===== config.mk =====
export PLATFORM = sky130hd
export DESIGN_NAME = fetch_unit
export DESIGN_NICKNAME = d
export VERILOG_FILES = /design/src/rtl/fetch_unit.sv
export SDC_FILE = /design/constraint.sdc
export NUM_CORES = 1
export LEC_CHECK = 0
export CAP_MARGIN = 20
export CORE_ASPECT_RATIO = 2
export CORE_UTILIZATION = 32
export CTS_BUF_LIST = sky130_fd_sc_hd__clkbuf_16
export DETAILED_ROUTE_END_ITERATION = 8
export PLACE_DENSITY = 0.68
export SLEW_MARGIN = 20
export SYNTH_ARGS = -nofsm -noshare
export SYNTH_HDL_FRONTEND = slang
export SYNTH_SLANG_ARGS = --single-unit

===== constraint.sdc =====
create_clock -name CLK -period 9.6 [get_ports CLK]
set_input_delay 2.88 -clock CLK [delete_from_list [all_inputs] [get_ports CLK]]
set_output_delay 2.88 -clock CLK [all_outputs]
set_load 0.02 [all_outputs]

===== src/rtl/fetch_unit.sv =====
// Instruction fetch stage: owns the fetch PC, drives the instruction memory address
// and buffers returned words with their PCs in a circular prefetch queue for decode.
module fetch_unit #(
  parameter int                    ADDR_WIDTH  = 32,
  parameter int                    DATA_WIDTH  = 32,
  parameter logic [ADDR_WIDTH-1:0] RESET_PC    = '0,
  parameter int                    QUEUE_DEPTH = 2
) (
  input  logic                  CLK,
  input  logic                  RESET,
  output logic [ADDR_WIDTH-1:0] IMEM_ADDR,
  input  logic [DATA_WIDTH-1:0] IMEM_RD,
  input  logic                  BRANCH_TAKEN,
  input  logic [ADDR_WIDTH-1:0] BRANCH_TARGET,
  output logic [DATA_WIDTH-1:0] INSTR,
  output logic [ADDR_WIDTH-1:0] INSTR_PC,
  output logic [ADDR_WIDTH-1:0] INSTR_PC_PLUS8,
  output logic                  INSTR_VALID,
  input  logic                  INSTR_READY
);

  localparam int              PW      = $clog2(QUEUE_DEPTH);
  localparam logic [PW:0]     DEPTH_C = (PW+1)'(QUEUE_DEPTH);
  localparam logic [PW-1:0]   PTR_ONE = PW'(1);
  localparam logic [PW:0]     CNT_ONE = (PW+1)'(1);

  logic [ADDR_WIDTH-1:0] fpc_r, fpc_n_s;
  logic [PW-1:0]         rd_ptr_r, rd_ptr_n_s, wr_ptr_r, wr_ptr_n_s;
  logic [PW:0]           count_r, count_n_s;
  logic [DATA_WIDTH-1:0] instr_q_r [QUEUE_DEPTH];
  logic [ADDR_WIDTH-1:0] pc_q_r    [QUEUE_DEPTH];

  logic                  valid_s, pop_s, push_s, we_s;
  logic [ADDR_WIDTH-1:0] target_s;

  assign valid_s  = (count_r != {(PW+1){1'b0}});
  assign pop_s    = valid_s & INSTR_READY;
  // A full queue still accepts a new word when the head leaves in the same cycle.
  assign push_s   = (count_r < DEPTH_C) | pop_s;
  assign target_s = BRANCH_TARGET & ~ADDR_WIDTH'(3);

  // Next-state for PC, pointers and occupancy; a redirect flushes and suppresses the push.
  always_comb begin
    fpc_n_s    = fpc_r;
    rd_ptr_n_s = rd_ptr_r;
    wr_ptr_n_s = wr_ptr_r;
    count_n_s  = count_r;
    we_s       = 1'b0;
    if (BRANCH_TAKEN) begin
      fpc_n_s    = target_s;
      rd_ptr_n_s = {PW{1'b0}};
      wr_ptr_n_s = {PW{1'b0}};
      count_n_s  = {(PW+1){1'b0}};
    end else begin
      if (push_s) begin
        we_s       = ~RESET;
        wr_ptr_n_s = wr_ptr_r + PTR_ONE;
        fpc_n_s    = fpc_r + ADDR_WIDTH'(4);
      end else begin
        fpc_n_s    = fpc_r;
      end
      if (pop_s) begin
        rd_ptr_n_s = rd_ptr_r + PTR_ONE;
      end else begin
        rd_ptr_n_s = rd_ptr_r;
      end
      case ({push_s, pop_s})
        2'b10:   count_n_s = count_r + CNT_ONE;
        2'b01:   count_n_s = count_r - CNT_ONE;
        default: count_n_s = count_r;
      endcase
    end
  end

  // Control state registers with synchronous reset.
  always_ff @(posedge CLK) begin
    if (RESET) begin
      fpc_r    <= RESET_PC;
      rd_ptr_r <= {PW{1'b0}};
      wr_ptr_r <= {PW{1'b0}};
      count_r  <= {(PW+1){1'b0}};
    end else begin
      fpc_r    <= fpc_n_s;
      rd_ptr_r <= rd_ptr_n_s;
      wr_ptr_r <= wr_ptr_n_s;
      count_r  <= count_n_s;
    end
  end

  // Entry storage is deliberately left unreset; occupancy alone decides validity.
  always_ff @(posedge CLK) begin
    if (we_s) begin
      instr_q_r[wr_ptr_r] <= IMEM_RD;
      pc_q_r[wr_ptr_r]    <= fpc_r;
    end
  end

  assign IMEM_ADDR      = fpc_r;
  assign INSTR_VALID    = valid_s;
  assign INSTR          = valid_s ? instr_q_r[rd_ptr_r] : {DATA_WIDTH{1'b0}};
  assign INSTR_PC       = valid_s ? pc_q_r[rd_ptr_r]    : {ADDR_WIDTH{1'b0}};
  assign INSTR_PC_PLUS8 = valid_s ? (pc_q_r[rd_ptr_r] + ADDR_WIDTH'(8)) : {ADDR_WIDTH{1'b0}};

endmodule


# Word-level counts from Yosys, hierarchy flattened

Memory sizes are Yosys's and may differ from the RTL's. A register that Yosys moved wholly into a read port is not among the register bits.
Cells that the tools add are included.

Input bits: 68
Word-level logic and storage cells: 37
Bits in registers: 36
Memories kept: 2
Memory bits (writable): 128

Memory list:

| memory    | words | width | rd ports | clocked after Yosys merged registers in | wr ports | line | source |
|---|---|---|---|---|---|---|---|
| instr_q_r | 2     | 32    | 1        | 1                                       | 1        | 30   | `logic [DATA_WIDTH-1:0] instr_q_r [QUEUE_DEPTH];` |
| pc_q_r    | 2     | 32    | 1        | 1                                       | 1        | 31   | `logic [ADDR_WIDTH-1:0] pc_q_r [QUEUE_DEPTH];` |

Equal/unequal tests: 2
Magnitude comparators: 1
Reductions and logical operators: 4
$add $sub $neg: 6
Mux-type cells: 14
Bitwise gates (word level): 3

Operators with widths:

| operator                                           | number |
|---|---|
| two-way mux 32 bit                                 | 5 |
| adder 32 x 3 -> 32 bit (second input constant)     | 1 |
| adder 32 x 4 -> 32 bit (second input constant)     | 1 |
| two-way mux 1 bit                                  | 8 |
| nonzero test 2 bit                                 | 3 |
| case mux 2 bit (2 select lines)                    | 1 |
| adder 1 bit (second input constant)                | 2 |
| adder 2 x 1 -> 2 bit (second input constant)       | 1 |
| == test 2 x 1 -> 1 bit (second input constant)     | 1 |
| == test 2 bit (second input constant)              | 1 |
| less-than comparator 2 bit (second input constant) | 1 |
| OR reduction 2 bit                                 | 1 |
| subtractor 2 x 1 -> 2 bit (second input constant)  | 1 |
| AND 1 bit                                          | 1 |
| NOT 1 bit                                          | 1 |
| OR 1 bit                                           | 1 |

# Longest topological paths before layout

Gate-level depths: netlist of the first run.

Word-level depth: 7
Depth in mapped cells: 11

# Worst setup path before layout of the first run

Ideal clock, no wire load.

Path type: input-to-reg
From: in INSTR_READY
To: mem instr_q_r[0][0] (enable)
Arrival: 5.913 ns
Buffers on the path: 1
Setup time: 0.482 ns
Path slack: 3.205 ns
Stages on the path: 5
Cell sequence: nand2b_4 -> buf_6 -> nand2_1 -> nand2_1 -> nor2_1

Cells in the longest elaborated chain, start to end: 6

Ends and longest elaborated chain:

| item                                    | line | source |
|---|---|---|
| from (decl)                             | 19   | `input logic INSTR_READY` |
| AND 1 bit                               | 37   | `assign pop_s = valid_s & INSTR_READY;` |
| OR 1 bit                                | 39   | `assign push_s = (count_r < DEPTH_C) \| pop_s;` |
| two-way mux 1 bit                       | 55   | `if (push_s) begin` |
| two-way mux 1 bit                       | 49   | `if (BRANCH_TAKEN) begin` |
| two-way mux 1 bit                       | 92   | `if (we_s) begin` |
| two-way mux 1 bit (implied by the code) | 93   | `instr_q_r[wr_ptr_r] <= IMEM_RD;` |
| to (decl)                               | 30   |  |

Every way passes these cells.

==> results of run 1 <==
worst max-delay path by stage:
stage | start | to | slack, ns | cells after the start
2_1_floorplan | INSTR_READY | instr_q_r[0][0] | 3.20 | 5
3_3_place_gp | flop | INSTR_PC_PLUS8[30] | 2.95 | 7
3_5_place_dp | flop | INSTR_PC_PLUS8[30] | 2.90 | 7
4_1_cts | flop | INSTR_PC_PLUS8[30] | 2.41 | 7
5_1_grt | flop | INSTR_PC_PLUS8[30] | 2.23 | 7
6_report | flop | INSTR_PC_PLUS8[30] | 2.52 | 7
stage by stage:
| step | total power, uW | instances | area, sq um |
|---|---|---|---|
| 4_1_cts | 1714 | 1102 | 10060 |
| 3_3_place_gp | 1098 | 1070 | 9525 |
| 5_1_grt | 1759 | 1102 | 10060 |
| 2_1_floorplan | 962.6 | 638 | 7477 |
| 3_5_place_dp | 1103 | 1070 | 9525 |
| 6_report | 1696 | 1102 | 10060 |
registers in the layout, indices dropped and copies added (netlist names), named ones only:
register	count
rd_ptr_r	1
IMEM_ADDR	30
wr_ptr_r	1
pc_q_r	60
count_r	2
instr_q_r	64
power by group through the flow:
stage                     combinational, uW  sequential (uW)  clock, uW
final                                   280              805        610
after global routing                    301              809        650
after CTS                               284              805        626
after detailed placement                283              820          0
after global placement                  280              818          0
after floorplan                         143              819          0
cell families after synthesis:
| logic type | synth area share |
|---|---|
| AND/OR/NAND/NOR | 0.1545 |
| flip-flops | 0.5932 |
| AO/OA/AOI/OAI | 0.07566 |
| multiplexers | 0.08539 |
| buffers and inverters | 0.03875 |
| XOR/XNOR | 0.04697 |
| adder cells (fa/ha/maj) | 0.005033 |
| other | 0.0005028 |
layer usage:
layer / part of all wire / GRT usage
met5: 0 / 0
met2: 0.56 / 0.3129
met4: 0.036 / 0.09111
met3: 0.044 / 0.03616
met1: 0.36 / 0.1572
cell usage in the layout, fill, tap and decap left out, types with 11 or more instances in the layout:
cell               n
clkbuf_16         17
edfxtp_1         124
mux2i_1           58
inv_1             11
a21oi_1           11
clkdlybuf4s50_1  188
nand2_1           35
nor2_1            98
nand4_1           19
nand3_1           24
xnor2_1           15
a211oi_1          21
nor3_1            15
xor2_1            25
dfxtp_1           34
critical path: cells and delay by family, from the launching register on:
family | cells | cell delay [ns]
AO/OA/AOI/OAI | 2 | 0.74
buffers and inverters | 2 | 1.21
flip-flops | 1 | 0.84
AND/OR/NAND/NOR | 3 | 0.94
area by class of cell:
type / count / area (sq um) / share of cell area
flip-flops and latches: 159 / 4428 / 0.4402
multi-input cells: 425 / 2775 / 0.2759
repair buffers: 194 / 1927 / 0.1916
clock buffers: 17 / 425.4 / 0.04229
well taps: 280 / 350.3 / 0.03483
clock inverters: 15 / 107.6 / 0.01070
inverters: 12 / 45.04 / 0.004478
==> metrics.txt, run 1 <==
status completed; Worst Path Class, Setup reg -> out; first-pass GRT wire length 29,000 um; Synth top area share 0.4992; Clk pwr share 0.360; clk_skew 0.009535 ns; final hold slack 0.5306 ns; CTS tree done; combinational power share 0.165; Reg-to-Reg End instr_q_r[1][10]; yosys synthesis warning count 0; Clock Root Buffer clkbuf_16; Post-synth EDFFs 124; Final Max Slew Viols 0; Area contributors post-synth edfxtp_1, dfxtp_1, mux2i_1; Die Span X 110.0 um; grt ovf 0; Psw 461.4 uW; Worst VDD drop 106.6 uV; gpl congestion 0.7922; Final nets 880; WL final 19,340 um; die height 217.9 um; CTS Sinks 159; RSZ-0062 raised after global routing no; hold_sp IMEM_ADDR[31]; R2R depth 7; Clock Path Buffers 2; row count 78; I/O Buffers 188; final setup margin 2.524 ns; Final Util 0.4423; I/O pins 197; Setup violations, final 0; Clock Pin Slew Worst Setup and Hold Paths 0.07 ns; starting DRC count in detailed routing 193; Initial Util 0.3280; sequential area share after synthesis 0.5932; Avg Cell Area, Syn 11.78 sq um; # hold bufs at CTS 0; hold path depth 0; initial antenna violation count 0; Final Critical Period 7.076 ns; critical-path cell list buf_4 > nand4_1 > a21oi_2 > nand4_1 > o31a_1 > nor3_1 > clkdlybuf4s50_1; crit path max fanout 55; relative slew slack 0.4056; worst path required time 6.72 ns; most frequent CP cell nand4_1; Antenna Nets Post-Route 0; Hold WC Path Type reg -> reg; via count 5,405; f_max 141.3 MHz; FF-to-FF Start count_r[1]; reg-to-reg slack, setup 6.37 ns; setup repair bufs after CTS 0; Antenna Cells 0; hold endpoint pc_q_r[0][31]; Core Area 22,740 sq um; drt first pass iters 4; layout cell share with drive strength beyond 1 0.06934; drt wl/cell 17.55 um; Power per Cell Area 168.6 nW/um^2; most frequent cell after synthesis edfxtp_1; Sw Ratio 0.2721; DP Worst Slack 2.900 ns; Resized Gates After CTS 0; worst skew pair latency 0.43 ns; LEAKAGE 0.003252 uW; Vias/cell 4.905; Flop pwr share 0.475; final period utilization 0.7370; CTS buffer count 17; Post-Syn Area 7458 sq um; Crit-path slowest cell dfxtp_4; Fin. Hold Viols 0; largest net degree at the start of global routing 81; die area 23,960 sq um; fraction of registers with async set or reset after synthesis 0; DRC violations left 0; number of global-route vias before repair 5,392; Internal 1234 uW; Most used DFF post-synth edfxtp_1; Slew @ Worst Pin 0.8916 ns; area leader, netlist edfxtp_1; Seq cells post-synth 159; # fillers 2,152; kind of end point of the critical path output pin; Largest stage delay, worst path 0.84 ns; maximum capacitance violations 0; hpwl dp 14,070 um; cells after synthesis 633; Worst Path Arrival 4.20 ns; Sum Neg Setup Slack 0 ns; H-tree Lvls 4; Area Overhead vs Synth 34.86%; Post-synth top cells edfxtp_1, nor2_1, mux2i_1, dfxtp_1, nand2_1; Startpoint Class flop; Synth cell types 54; Total GRT Usage 0.1649
Note: power is estimated with default switching activity, not from simulation.
==> run 2, diff against run 1 <==
- clock period: 9.6 -> 7.19 ns (I/O delays scaled with it)
==> run 2 against run 1 <==
Clock power is 38% higher. Flip-flop and latch count stayed put. Via count is 0.98% higher. Die area stayed put. Largest power group unchanged.
==> metrics.txt, run 2 (synthesis gave the netlist of run 1 again) <==
status completed; commonest non-fill, non-tap cell in the layout clkdlybuf4s50_1; initial antenna violation count 0; Power per Cell Area 227.2 nW/um^2; Final nets 880; Die Span X 110.0 um; number of global-route vias before repair 5,337; I/O pins 197; Antenna Nets Post-Route 0; Largest register FFs 64; Largest stage delay, worst path 0.81 ns; WL final 19,560 um; row count 78; Resized Gates After CTS 0; Tot Pwr 2290 uW; Final Critical Period 6.389 ns; clk_skew 0.007543 ns; H-tree Lvls 4; Final Util 0.4432; Final Max Slew Viols 0; # fillers 2,121; Crit-path slowest cell dfxtp_4; first-pass GRT wire length 29,120 um; starting DRC count in detailed routing 287; LEAKAGE 0.003269 uW; layout cell share with drive strength beyond 1 0.07178; Setup violations, final 0; relative slew slack 0.4262; number of buffers and inverters on the critical path 2; setup repair bufs after CTS 0; Top reg by flops instr_q_r; die height 217.9 um; CTS buffer count 17; Slew @ Worst Pin 0.8587 ns; largest net degree at the start of global routing 80; kind of end point of the critical path output pin; worst skew pair latency 0.44 ns; Startpoint Class flop; Fin. Hold Viols 0; worst path required time 5.03 ns; Initial Util 0.3280; CTS tree done; Worst Path Class, Setup reg -> out; gpl congestion 0.7889; Worst Path Arrival 4.23 ns; footprint of the multi-input gates 2775 sq um; most frequent cells in the layout clkdlybuf4s50_1, edfxtp_1, nor2_1; FF/Latch Area 4428 sq um; Vias/cell 4.953; reg-to-reg slack, setup 3.48 ns; drt first pass iters 4; Post-DP Area 9525 sq um; Total GRT Usage 0.1665; maximum capacitance violations 0; critical-path cell list buf_4 > mux2i_1 > a211oi_2 > nand4_1 > o31a_1 > nor3_1 > clkdlybuf4s50_1; final period utilization 0.8885; family with the most delay on the worst path buffers and inverters; I/O Buffers 188; Worst VDD drop 186.0 uV; grt ovf 0; Clock Path Buffers 2; Clock Pin Slew Worst Setup and Hold Paths 0.06 ns; Final Cell Area 10,080 sq um; CTS Sinks 159; crit path max fanout 46; die area 23,960 sq um; Sum Neg Setup Slack 0 ns; Antenna Cells 0; drt wl/cell 17.75 um; DRC violations left 0; Area Overhead vs Synth 35.13%; via count 5,458; hpwl dp 14,170 um; # hold bufs at CTS 0; Hold WC Path Type reg -> reg; f_max 156.5 MHz; Clock Root Buffer clkbuf_16; RSZ-0062 raised after global routing no; Core Area 22,740 sq um
[run 2: cell count changes in the layout (fill, tap and decap cells not counted), sizes merged]
| cell | before | now |
|---|---|---|
| clkinv | 6 | 5 |
| clkinvlp | 4 | 3 |
| inv | 17 | 19 |
[run 2: metrics by stage]
step / std cells / setup slack, ns / hold WS (ns)
after detailed placement: 1070 / 1.205 / 0.5374
final: 1102 / 0.8014 / 0.5459
after floorplan: 638 / 1.518 / 0.5200
after global routing: 1102 / 0.4417 / 0.5664
after CTS: 1102 / 0.7276 / 0.5457
after global placement: 1070 / 1.306 / 0.5301
[run 2: path summary, 6_finish.rpt]
path | from | endpoint | depth (start not counted)
worst max-delay path | flop | INSTR_PC_PLUS8[30] | 7
worst min-delay path | IMEM_ADDR[20] | pc_q_r[1][20] | 0
worst max register to register | count_r[1] | pc_q_r[0][8] | 8
worst min register to register | IMEM_ADDR[20] | pc_q_r[1][20] | 0
[run 2: cell type report]
class                      instances  share of cell area
clock buffer                      17             0.04221
clock inverter                    15             0.01266
inverter                          12            0.004469
multi-input combinational        425              0.2754
sequential                       159              0.4394
tap                              280             0.03476
timing repair buffer             194              0.1912
[run 2: where the power goes]
part	internal, uW	switching [uW]
clock	451	390
combinational	171	205
sequential	1040	39.1
[run 2: worst reg2reg max path, stage by stage (launching register included)]
cell,delay (ns)
dfxtp_1,0.61
inv_1,0.12
ha_2,0.20
buf_4,0.38
nand2b_4,0.37
nand2_1,0.26
nand2_1,0.14
nor2_4,0.67
buf_4,0.59
[run 2: metal layers]
metal  global-route usage  part of all wire
met1               0.1690              0.37
met2               0.3065              0.54
met3              0.03556             0.044
met4              0.08978             0.039
met5                    0                 0
